==> config.mk <==
export PLATFORM = sky130hd
export DESIGN_NAME = mem_arbiter
export DESIGN_NICKNAME = d
export VERILOG_FILES = /design/src/rtl/mem_arb_pkg.sv /design/src/rtl/mem_arb_timer.sv /design/src/rtl/mem_arbiter.sv
export SDC_FILE = /design/constraint.sdc
export NUM_CORES = 1
export LEC_CHECK = 0
export CELL_PAD_IN_SITES_DETAIL_PLACEMENT = 0
export CELL_PAD_IN_SITES_GLOBAL_PLACEMENT = 1
export CORE_ASPECT_RATIO = 0.7
export CORE_MARGIN = 10
export CORE_UTILIZATION = 26
export CTS_CLUSTER_SIZE = 16
export DETAILED_ROUTE_END_ITERATION = 7
export PLACE_DENSITY_LB_ADDON = 0.1
export RECOVER_POWER = 100
export SLEW_MARGIN = 10
export SYNTH_ARGS = -nofsm -noshare
export SYNTH_HDL_FRONTEND = slang
export SYNTH_HIERARCHICAL = 1
export SYNTH_SLANG_ARGS = --single-unit
==> constraint.sdc <==
create_clock -name clk -period 2 [get_ports clk]
set_input_delay 0.4 -clock clk [delete_from_list [all_inputs] [get_ports clk]]
set_output_delay 0.4 -clock clk [all_outputs]
set_load 0.005 [all_outputs]
==> src/rtl/mem_arb_pkg.sv <==
// Shared types and constants for the two-master memory arbiter.
package mem_arb_pkg;

    // Default number of WAIT cycles before an outstanding request is aborted.
    localparam int unsigned TIMEOUT_DEFAULT = 15;

    typedef enum logic [1:0] {
        IDLE  = 2'd0,
        ISSUE = 2'd1,
        WAIT  = 2'd2,
        RESP  = 2'd3
    } arb_state_e;

    typedef enum logic {
        PORT_IF = 1'b0,
        PORT_D  = 1'b1
    } port_e;

endpackage

==> src/rtl/mem_arb_timer.sv <==
// Saturating WAIT-cycle counter for the memory arbiter.
// expired_o is high during the enabled cycle that is the TIMEOUT-th since clear_i,
// so the caller can abort at the end of exactly that cycle. TIMEOUT must be >= 1.
module mem_arb_timer #(
    parameter int unsigned TIMEOUT = 15
) (
    input  logic clk,
    input  logic rst,
    input  logic clear_i,
    input  logic en_i,
    output logic expired_o
);

    localparam int unsigned CNT_W = $clog2(TIMEOUT + 1);
    localparam logic [CNT_W-1:0] CNT_MAX  = CNT_W'(TIMEOUT);
    localparam logic [CNT_W-1:0] CNT_LAST = CNT_W'(TIMEOUT - 1);

    logic [CNT_W-1:0] cnt_q, cnt_d;

    // Count enabled cycles, holding at TIMEOUT instead of wrapping
    always_comb begin
        cnt_d = cnt_q;
        if (clear_i) begin
            cnt_d = '0;
        end else if (en_i && (cnt_q != CNT_MAX)) begin
            cnt_d = cnt_q + CNT_W'(1);
        end
    end

    // Counter register with synchronous reset
    always_ff @(posedge clk) begin
        if (rst) begin
            cnt_q <= '0;
        end else begin
            cnt_q <= cnt_d;
        end
    end

    // The current enabled cycle is the last one allowed
    always_comb begin
        expired_o = en_i && (cnt_q >= CNT_LAST);
    end

endmodule

==> src/rtl/mem_arbiter.sv <==
// Two-master (instruction fetch, data) arbiter in front of a single RAM port.
// One transfer at a time: IDLE -> ISSUE -> WAIT -> RESP -> IDLE.
// Build option: define ARB_RR_EN for round-robin on ties; otherwise data wins ties.
module mem_arbiter
    import mem_arb_pkg::*;
#(
    parameter int unsigned TIMEOUT = TIMEOUT_DEFAULT
) (
    input  logic        clk,
    input  logic        rst,
    input  logic        i_if_req,
    input  logic [31:0] i_if_addr,
    output logic        o_if_valid,
    output logic        o_if_err,
    output logic [31:0] o_if_data,
    input  logic        i_d_req,
    input  logic        i_d_we,
    input  logic [31:0] i_d_addr,
    input  logic [3:0]  i_d_wrmask,
    input  logic [31:0] i_d_data,
    output logic        o_d_valid,
    output logic        o_d_err,
    output logic [31:0] o_d_data,
    output logic        o_mem_rd,
    output logic        o_mem_wr,
    output logic [31:0] o_mem_addr,
    output logic [3:0]  o_mem_wrmask,
    output logic [31:0] o_mem_data,
    input  logic        i_mem_rd_valid,
    input  logic        i_mem_wr_valid,
    input  logic [31:0] i_mem_data
);

    arb_state_e  state_q, state_d;
    port_e       port_q, port_d;
    logic        we_q, we_d;
    logic [31:0] addr_q, addr_d;
    logic [3:0]  mask_q, mask_d;
    logic [31:0] wdata_q, wdata_d;
    logic [31:0] rdata_q, rdata_d;
    logic        err_q, err_d;
    port_e       grant;
    logic        any_req;
    logic        timer_clr, timer_en, timer_expired;

    assign any_req = i_if_req | i_d_req;

`ifdef ARB_RR_EN
    port_e last_q, last_d;

    // Remember the most recent grant so that ties alternate between masters
    always_comb begin
        last_d = last_q;
        if ((state_q == IDLE) && any_req) begin
            last_d = grant;
        end
    end

    // Last-grant pointer; starts at fetch so data wins the first tie
    always_ff @(posedge clk) begin
        if (rst) begin
            last_q <= PORT_IF;
        end else begin
            last_q <= last_d;
        end
    end
`endif

    // Choose the master that would win if granted this cycle
    always_comb begin
        grant = PORT_IF;
        if (i_d_req) begin
            grant = PORT_D;
        end
`ifdef ARB_RR_EN
        if (i_d_req && i_if_req) begin
            grant = (last_q == PORT_D) ? PORT_IF : PORT_D;
        end
`endif
    end

    // Next-state and transfer-field latching
    always_comb begin
        state_d   = state_q;
        port_d    = port_q;
        we_d      = we_q;
        addr_d    = addr_q;
        mask_d    = mask_q;
        wdata_d   = wdata_q;
        rdata_d   = rdata_q;
        err_d     = err_q;
        timer_clr = 1'b0;
        timer_en  = 1'b0;
        unique case (state_q)
            IDLE: begin
                if (any_req) begin
                    state_d = ISSUE;
                    port_d  = grant;
                    rdata_d = '0;
                    err_d   = 1'b0;
                    if (grant == PORT_D) begin
                        we_d    = i_d_we;
                        addr_d  = i_d_addr;
                        // Mask and data only carry meaning for writes
                        mask_d  = i_d_we ? i_d_wrmask : 4'b0000;
                        wdata_d = i_d_we ? i_d_data : 32'h0;
                    end else begin
                        we_d    = 1'b0;
                        addr_d  = i_if_addr;
                        mask_d  = 4'b0000;
                        wdata_d = 32'h0;
                    end
                end
            end
            ISSUE: begin
                state_d   = WAIT;
                timer_clr = 1'b1;
            end
            WAIT: begin
                timer_en = 1'b1;
                // Completion of the wrong kind is ignored; a real completion beats timeout
                if (we_q ? i_mem_wr_valid : i_mem_rd_valid) begin
                    rdata_d = we_q ? 32'h0 : i_mem_data;
                    err_d   = 1'b0;
                    state_d = RESP;
                end else if (timer_expired) begin
                    rdata_d = 32'h0;
                    err_d   = 1'b1;
                    state_d = RESP;
                end
            end
            RESP: begin
                state_d = IDLE;
            end
            default: begin
                state_d = IDLE;
            end
        endcase
    end

    // State and latched-field registers
    always_ff @(posedge clk) begin
        if (rst) begin
            state_q <= IDLE;
            port_q  <= PORT_IF;
            we_q    <= 1'b0;
            addr_q  <= '0;
            mask_q  <= '0;
            wdata_q <= '0;
            rdata_q <= '0;
            err_q   <= 1'b0;
        end else begin
            state_q <= state_d;
            port_q  <= port_d;
            we_q    <= we_d;
            addr_q  <= addr_d;
            mask_q  <= mask_d;
            wdata_q <= wdata_d;
            rdata_q <= rdata_d;
            err_q   <= err_d;
        end
    end

    mem_arb_timer #(
        .TIMEOUT(TIMEOUT)
    ) u_timer (
        .clk      (clk),
        .rst      (rst),
        .clear_i  (timer_clr),
        .en_i     (timer_en),
        .expired_o(timer_expired)
    );

    // Decode outputs from state; everything is forced low while reset is held
    always_comb begin
        o_if_valid   = 1'b0;
        o_if_err     = 1'b0;
        o_if_data    = 32'h0;
        o_d_valid    = 1'b0;
        o_d_err      = 1'b0;
        o_d_data     = 32'h0;
        o_mem_rd     = 1'b0;
        o_mem_wr     = 1'b0;
        o_mem_addr   = 32'h0;
        o_mem_wrmask = 4'b0000;
        o_mem_data   = 32'h0;
        if (!rst) begin
            unique case (state_q)
                ISSUE: begin
                    o_mem_rd     = !we_q;
                    o_mem_wr     = we_q;
                    o_mem_addr   = addr_q;
                    o_mem_wrmask = mask_q;
                    o_mem_data   = wdata_q;
                end
                WAIT: begin
                    o_mem_addr   = addr_q;
                    o_mem_wrmask = mask_q;
                    o_mem_data   = wdata_q;
                end
                RESP: begin
                    if (port_q == PORT_IF) begin
                        o_if_valid = 1'b1;
                        o_if_err   = err_q;
                        o_if_data  = rdata_q;
                    end else begin
                        o_d_valid = 1'b1;
                        o_d_err   = err_q;
                        o_d_data  = rdata_q;
                    end
                end
                default: begin
                end
            endcase
        end
    end

endmodule

==> flow_summary_export.csv, run 1 <==
group,metric,value,unit
timing,final.setup_skew,0.0132,ns
routing,first_pass_iters,4,
logic_synthesis,synth_edf_count,0,
cts,clk_path_buf_depth,2,
timing,setup_viol,166,
timing,worst_pin_slew,0.811,ns
cells_and_area,nets,1069,
critical_path,critPathLaunch,"state_q[1]",
floorplan,die_w,192,µm
power,ir_drop,478,µV
timing,timing.final.crit_share,1.15,
placed_design,place_congestion,0.748,
cts,clk_pin_slew,0.07,ns
cells_and_area,finalInstanceArea,9850,µm²
routing,drt-initial-drc-count,232,
critical_path,end_kind,"output pin",
cts,insertion_delay,0.36,ns
critical_path,required,1.60,ns
cts,clock-sinks,109,
routing,via_count,5395,
logic_synthesis,yosysSeqAreaShare,0.405,
cells_and_area,area_delta_synth_final,82.7,%
grt,overflow,0,
placed_design,hpwl,15000,µm
logic_synthesis,synth_top_cell_by_area,"dfxtp_1",
critical_path,reg2reg_slack,-0.10,ns
cts,tritoncts,"built",
cts,numCtsBuffers,9,
logic_synthesis,synth_area_leaders,"dfxtp_1 (40%), and2_1 (16%), mux2i_1 (12%)",
floorplan,die_h,140,µm
grt,gr-usage-all-layers,0.153,
floorplan,die_area,27000,µm²
routing,vias_per_cell,4.50,
critical_path,timing.rr.start,"state_q[1]",
placed_design,placed_cells,1135,
critical_path,criticalPathCategory,"register to output pin",
timing,finalHoldViolations,0,
cells_and_area,num-fill-cells,1880,
logic_synthesis,yosysUniqueCellTypes,38,
power,p_leak,4.26,nW
logic_synthesis,syn-cell-area,5390,µm²
cts,root_buffer,"clkbuf_16",
routing,highest_layer,"met4",
routing,drt_wl_total,22700,µm
power,pwr_density_cell,864,nW/µm²
timing,timing.hold.ws,0.431,ns
logic_synthesis,ys.flop_type,"dfxtp_1",
power,power,8.51,mW
floorplan,start_util,0.269,
logic_synthesis,synth-seq-cells,109,
logic_synthesis,synth_top_area_share,0.405,
timing,fmax,436,MHz
logic_synthesis,yosys_warnings,6,
logic_synthesis,syn_nets,762,
cts,cts_hold_buf,0,
grt,grt_antenna_before_repair,1,
placed_design,placedInstanceArea,8610,µm²
cells_and_area,instances_no_fill,1198,
floorplan,io_pins,277,
routing,met3_length,1930,µm
timing,min_period,2.29,ns
routing,drc_errors,0,
cts,ctsHtreeMaxLevel,3,
routing,met1Wirelength,9800,µm
critical_path,cp-start-kind,"register",
timing,slew_viol_final,0,
routing,wl_per_cell,18.9,µm
timing,fin_ws,-0.292,ns
flow_run,max_cap_viol_count,0,
routing,route.met2.wl,10800,µm
grt,grt_pass1_wl,32400,µm
routing,drt.antenna.violating_nets,0,
floorplan,core_region_area,20100,µm²
timing,relSlewSlack,0.459,
cells_and_area,final_layout_size_suffix_gt1_frac,0.368,
worst_hold_path,min_path_type,"input pin to register",
worst_hold_path,min-delay-start,"i_d_req",
timing,grt_setup_unrepaired,"true",
grt,grt_max_degree,57,
floorplan,num_rows,43,
logic_synthesis,async_flop_share,0,
logic_synthesis,synthCells,615,
run_status,violations,"setup timing",
run_status,status,"finished, violations left",
critical_path,path_max_fanout,8,
grt,grt_pass1_vias,5436,
logic_synthesis,avgSynthCellArea,8.77,µm²
placed_design,port_buffers,276,
critical_path,cp.arrival,1.89,ns
==> routing by layer <==
layer	GRT usage	vias to the layer above
li1	-	2689
met1	0.180	2551
met3	0.0647	11
met4	0.0321	0
met5	0	-
met2	0.252	144
==> state kept, by name, indices dropped and copies added (netlist names) <==
signal         cells
port_q             1
state_q            2
u_timer/cnt_q      4
rdata_q           32
we_q               1
addr_q            32
mask_q             4
wdata_q           32
err_q              1
==> worst paths after layout <==
check | to | depth (start not counted)
worst max-delay path | o_mem_data[8] | 9
worst min-delay path | port_q | 3
worst max register to register | rdata_q[14] | 8
worst min register to register | wdata_q[31] | 2
==> critical path, stage by stage (launching register included) <==
cell and delay, ns:
dfxtp_2 0.35, inv_2 0.05, ha_4 0.25, nor2b_4 0.20
buf_12 0.16, buf_12 0.11, buf_12 0.09, buf_16 0.10
and2_4 0.13, buf_6 0.08
==> final cells by class <==
cell class | count | area [µm²] | area share
diodes | 1 | 2.50 | 0.000254
clock buffers | 9 | 225 | 0.0229
inverters | 7 | 26.3 | 0.00267
flip-flops and latches | 109 | 2180 | 0.222
multi-input cells | 449 | 3290 | 0.334
clock inverters | 7 | 104 | 0.0105
well taps | 270 | 338 | 0.0343
repair buffers | 346 | 3680 | 0.374
==> metrics by stage <==
stage	worst slack, ns	utilization	TNS [ns]
6_report	-0.292	0.491	-24.34
5_1_grt	-0.376	0.491	-40.28
4_1_cts	-0.386	0.453	-24.77
3_5_place_dp	-0.157	0.429	-11.21
3_3_place_gp	-0.172	0.429	-12.47
2_1_floorplan	0.0503	-	0
==> kinds of logic (layout without fill, tap and decap cells) <==
group                      count (synthesis)  in the layout  synth area share
and+or+nand+nor                          290            290             0.290
muxes                                     66             66             0.123
DFF                                      109            109             0.405
buffers and inverters                     57            369            0.0441
AOI/OAI and AO/OA                         85             85             0.119
adders and majority gates                  8              8            0.0186
other                                      0              1                 0
==> power breakdown <==
| group | switching (mW) | leakage, nW | internal [mW] |
|---|---|---|---|
| registers | 0.238 | 0.890 | 2.56 |
| logic | 1.70 | 3.20 | 2.01 |
| clock network | 0.883 | 0.161 | 1.12 |
==> synth_stat cells (2+ instances only) <==
library cell / instances
a211oi_1: 35
a21oi_1: 3
a22oi_1: 37
and2_1: 135
and3_1: 2
and3b_1: 2
buf_1: 4
buf_2: 10
buf_4: 3
clkbuf_1: 33
dfxtp_1: 109
ha_1: 8
inv_1: 7
mux2i_1: 65
nand2_1: 32
nand2b_1: 32
nand3_1: 2
nand4_1: 2
nor2_1: 74
nor3b_1: 2
==> cells in the final DEF (no fill, tap or decap), types with 5 or more instances in the layout <==
cell type        instances
clkbuf_2                 5
ha_1                     5
buf_2                   32
clkdlybuf4s50_1        135
inv_1                    5
buf_4                   17
and2_4                 101
and2_1                  34
nand2_1                 32
buf_6                  121
nor2_1                  73
a22oi_1                 37
mux2i_1                 65
buf_8                    6
nand2b_1                32
dfxtp_1                107
clkbuf_16               14
a211oi_1                35
buf_12                  16
==> repair_timing <==
action / 4_1_cts / 5_1_grt
endpoints found under the setup margin: 138 / 138
setup buffers: 14 / 28
resized for setup: 503 / 286
gates cloned: 10 / 7
pin swaps: 7 / 37
No activity file was read; power rests on OpenSTA's default activity.
==> run 2: changes to the inputs <==
--- a/config.mk
+++ b/config.mk
@@ -8,8 +8,8 @@
 export CELL_PAD_IN_SITES_DETAIL_PLACEMENT = 0
 export CELL_PAD_IN_SITES_GLOBAL_PLACEMENT = 1
 export CORE_ASPECT_RATIO = 0.7
-export CORE_MARGIN = 10
 export CORE_UTILIZATION = 26
+export CTS_CLUSTER_DIAMETER = 150
 export CTS_CLUSTER_SIZE = 16
 export DETAILED_ROUTE_END_ITERATION = 7
 export PLACE_DENSITY_LB_ADDON = 0.1
==> run 2 against run 1 <==
Against the previous run: power fell by 9.1%; highest routed layer unchanged; count of clock-buffer cells in the layout did not move; die area fell by 21%; fmax fell by 10%; setup slack got worse by 0.26 ns; the flow still finishes with violations (setup timing); clock power fell by 10%; largest cell class unchanged; register-to-register slack improved by 0.13 ns; sequential power barely moved; worst hold slack got worse by 0.0065 ns; critical path depth rose by 3; cell area fell by 8.6%.
==> flow_summary_export.csv, run 2 (synthesized netlist as in run 1, its figures left out) <==
group,metric,value,unit
flow_run,max_cap_viol_count,0,
critical_path,r2r-end,"rdata_q[22]",
floorplan,io_pins,277,
cells_and_area,nets,1034,
worst_hold_path,min-delay-start,"i_d_req",
placed_design,port_buffers,276,
critical_path,reg2reg_slack,0.03,ns
routing,drt_wl_total,18000,µm
routing,vias_per_cell,4.48,
timing,fin_ws,-0.554,ns
critical_path,cpMostUsedCell,"buf_6",
cts,ctsHtreeMaxLevel,3,
power,p_leak,4.25,nW
run_status,status,"finished, violations left",
power,ir_drop,543,µV
cts,cts_hold_buf,0,
timing,fin_tns_setup,-31.92,ns
critical_path,cp.arrival,2.15,ns
cts,clk_pin_slew,0.07,ns
critical_path,required,1.60,ns
floorplan,core_region_area,20100,µm²
cts,numCtsBuffers,9,
critical_path,critPathMaxStageDelay,0.35,ns
cts,clk_path_buf_depth,2,
timing,setup_viol,136,
cts,tritoncts,"built",
critical_path,path_max_fanout,6,
grt,grt_pass1_vias,5199,
cells_and_area,num-fill-cells,1969,
cts,root_buffer,"clkbuf_16",
critical_path,timing.rr.start,"state_q[0]",
cells_and_area,mostFrequentLayoutCells,"clkdlybuf4s50_1 (173), and2_1 (124), dfxtp_1 (107)",
routing,drc_errors,0,
power,pwr_density_cell,859,nW/µm²
critical_path,crit_chain,"inv_2 > ha_4 > nor2b_4 > buf_12 > buf_4 > buf_6 > buf_6 > buf_6 > buf_6 > buf_6 > and2_4 > buf_6",
cells_and_area,top_regs,"addr_q x32, rdata_q x32, wdata_q x32",
timing,timing.final.crit_share,1.28,
cells_and_area,antennaDiodeCount,0,
timing,final.setup_skew,0.0106,ns
cts,insertion_delay,0.36,ns
critical_path,end_kind,"output pin",
floorplan,num_rows,43,
grt,overflow,0,
grt,grt_antenna_before_repair,0,
cells_and_area,register_area,2180,µm²
placed_design,hpwl,12500,µm
floorplan,die_w,174,µm
timing,worst_pin_slew,0.737,ns
grt,gr-usage-all-layers,0.157,
critical_path,cpMaxStageDelayCell,"dfxtp_2",
routing,drt.antenna.violating_nets,0,
routing,drt-initial-drc-count,172,
timing,slew_viol_final,0,
worst_hold_path,holdPathStages,3,
timing,grt_setup_unrepaired,"true",
placed_design,place_ws,-0.158,ns
critical_path,criticalPathCategory,"register to output pin",
routing,wl_per_cell,15.5,µm
placed_design,place_congestion,0.761,
cells_and_area,final_layout_size_suffix_gt1_frac,0.142,
cells_and_area,area_delta_synth_final,67.0,%
floorplan,die_area,21300,µm²
grt,grt_pass1_wl,26700,µm
timing,relSlewSlack,0.509,
cells_and_area,layout_commonest_cell,"clkdlybuf4s50_1",
critical_path,reg2reg_depth,9,
timing,finalHoldViolations,0,
timing,min_period,2.55,ns
critical_path,cp-start-kind,"register",
routing,via_count,5207,
floorplan,die_h,122,µm
grt,grt_max_degree,55,
run_status,violations,"setup timing",
timing,timing.hold.ws,0.424,ns
worst_hold_path,min_path_type,"input pin to register",
timing,fmax,392,MHz
cells_and_area,multi_input_area,3050,µm²
cts,clock-sinks,109,
floorplan,start_util,0.269,
routing,first_pass_iters,4,
worst_hold_path,min_to,"port_q",
==> run 2: changes by cell type in the layout (fill, tap and decap cells not counted), moves of 29 or more <==
cell / previous run / this run
and2_1: 34 / 124
dlymetal6s2s_1: 2 / 35
buf_6: 121 / 15
and2_4: 101 / 11
clkdlybuf4s50_1: 135 / 173
clkbuf_2: 5 / 34
==> run 2: cell type report <==
cell class	count	area share
clock buffer	9	0.0250
clock inverter	7	0.00750
inverter	7	0.00292
multi-input combinational	449	0.339
sequential	109	0.243
tap	270	0.0375
timing repair buffer	311	0.345
==> run 2: stage by stage <==
stage	std cells	power (mW)	util	cell area, µm²
global placement	1133	5.64	0.428	8590
global route	1162	8.23	0.449	9000
finish	1162	7.74	0.449	9000
detailed placement	1133	5.71	0.428	8590
CTS	1158	7.73	0.448	8990
floorplan	615	4.45	-	5390
==> run 2: critical path, delay by kind of cell, from the launching register on <==
family,cells,cell delay (ns)
buf+inv,9,0.97
flops,1,0.35
simple gates,2,0.26
fa+ha+maj,1,0.23
==> run 2: worst max-delay path by stage <==
stage | start | endpoint | depth (start not counted) | slack [ns]
2_1_floorplan | state_q[1] | o_mem_addr[21] | 6 | 0.05
3_3_place_gp | state_q[0] | o_mem_data[31] | 6 | -0.12
3_5_place_dp | state_q[0] | o_mem_data[31] | 6 | -0.16
4_1_cts | state_q[0] | o_mem_wrmask[3] | 6 | -0.51
5_1_grt | state_q[0] | o_mem_addr[27] | 12 | -0.62
6_report | state_q[0] | o_mem_addr[27] | 12 | -0.55
==> run 2: layer usage <==
layer	track usage	routed length (µm)	vias to the layer above
li1	-	-	2620
met1	0.193	8110	2424
met2	0.267	8470	150
met3	0.0499	1190	13
met4	0.0428	209	0
met5	0	0	-
==> run 2: power breakdown <==
part / internal, mW / switching, mW / total [mW]
clock: 0.883 / 0.914 / 1.80
sequential: 2.56 / 0.227 / 2.79
combinational: 1.63 / 1.52 / 3.15
==> run 2: what timing repair did <==
action                     CTS  global route
setup endpoints to repair  138           168
pin swaps                    7             4
cloned                       1             3
setup buffers                8             2
resized for setup           85           125
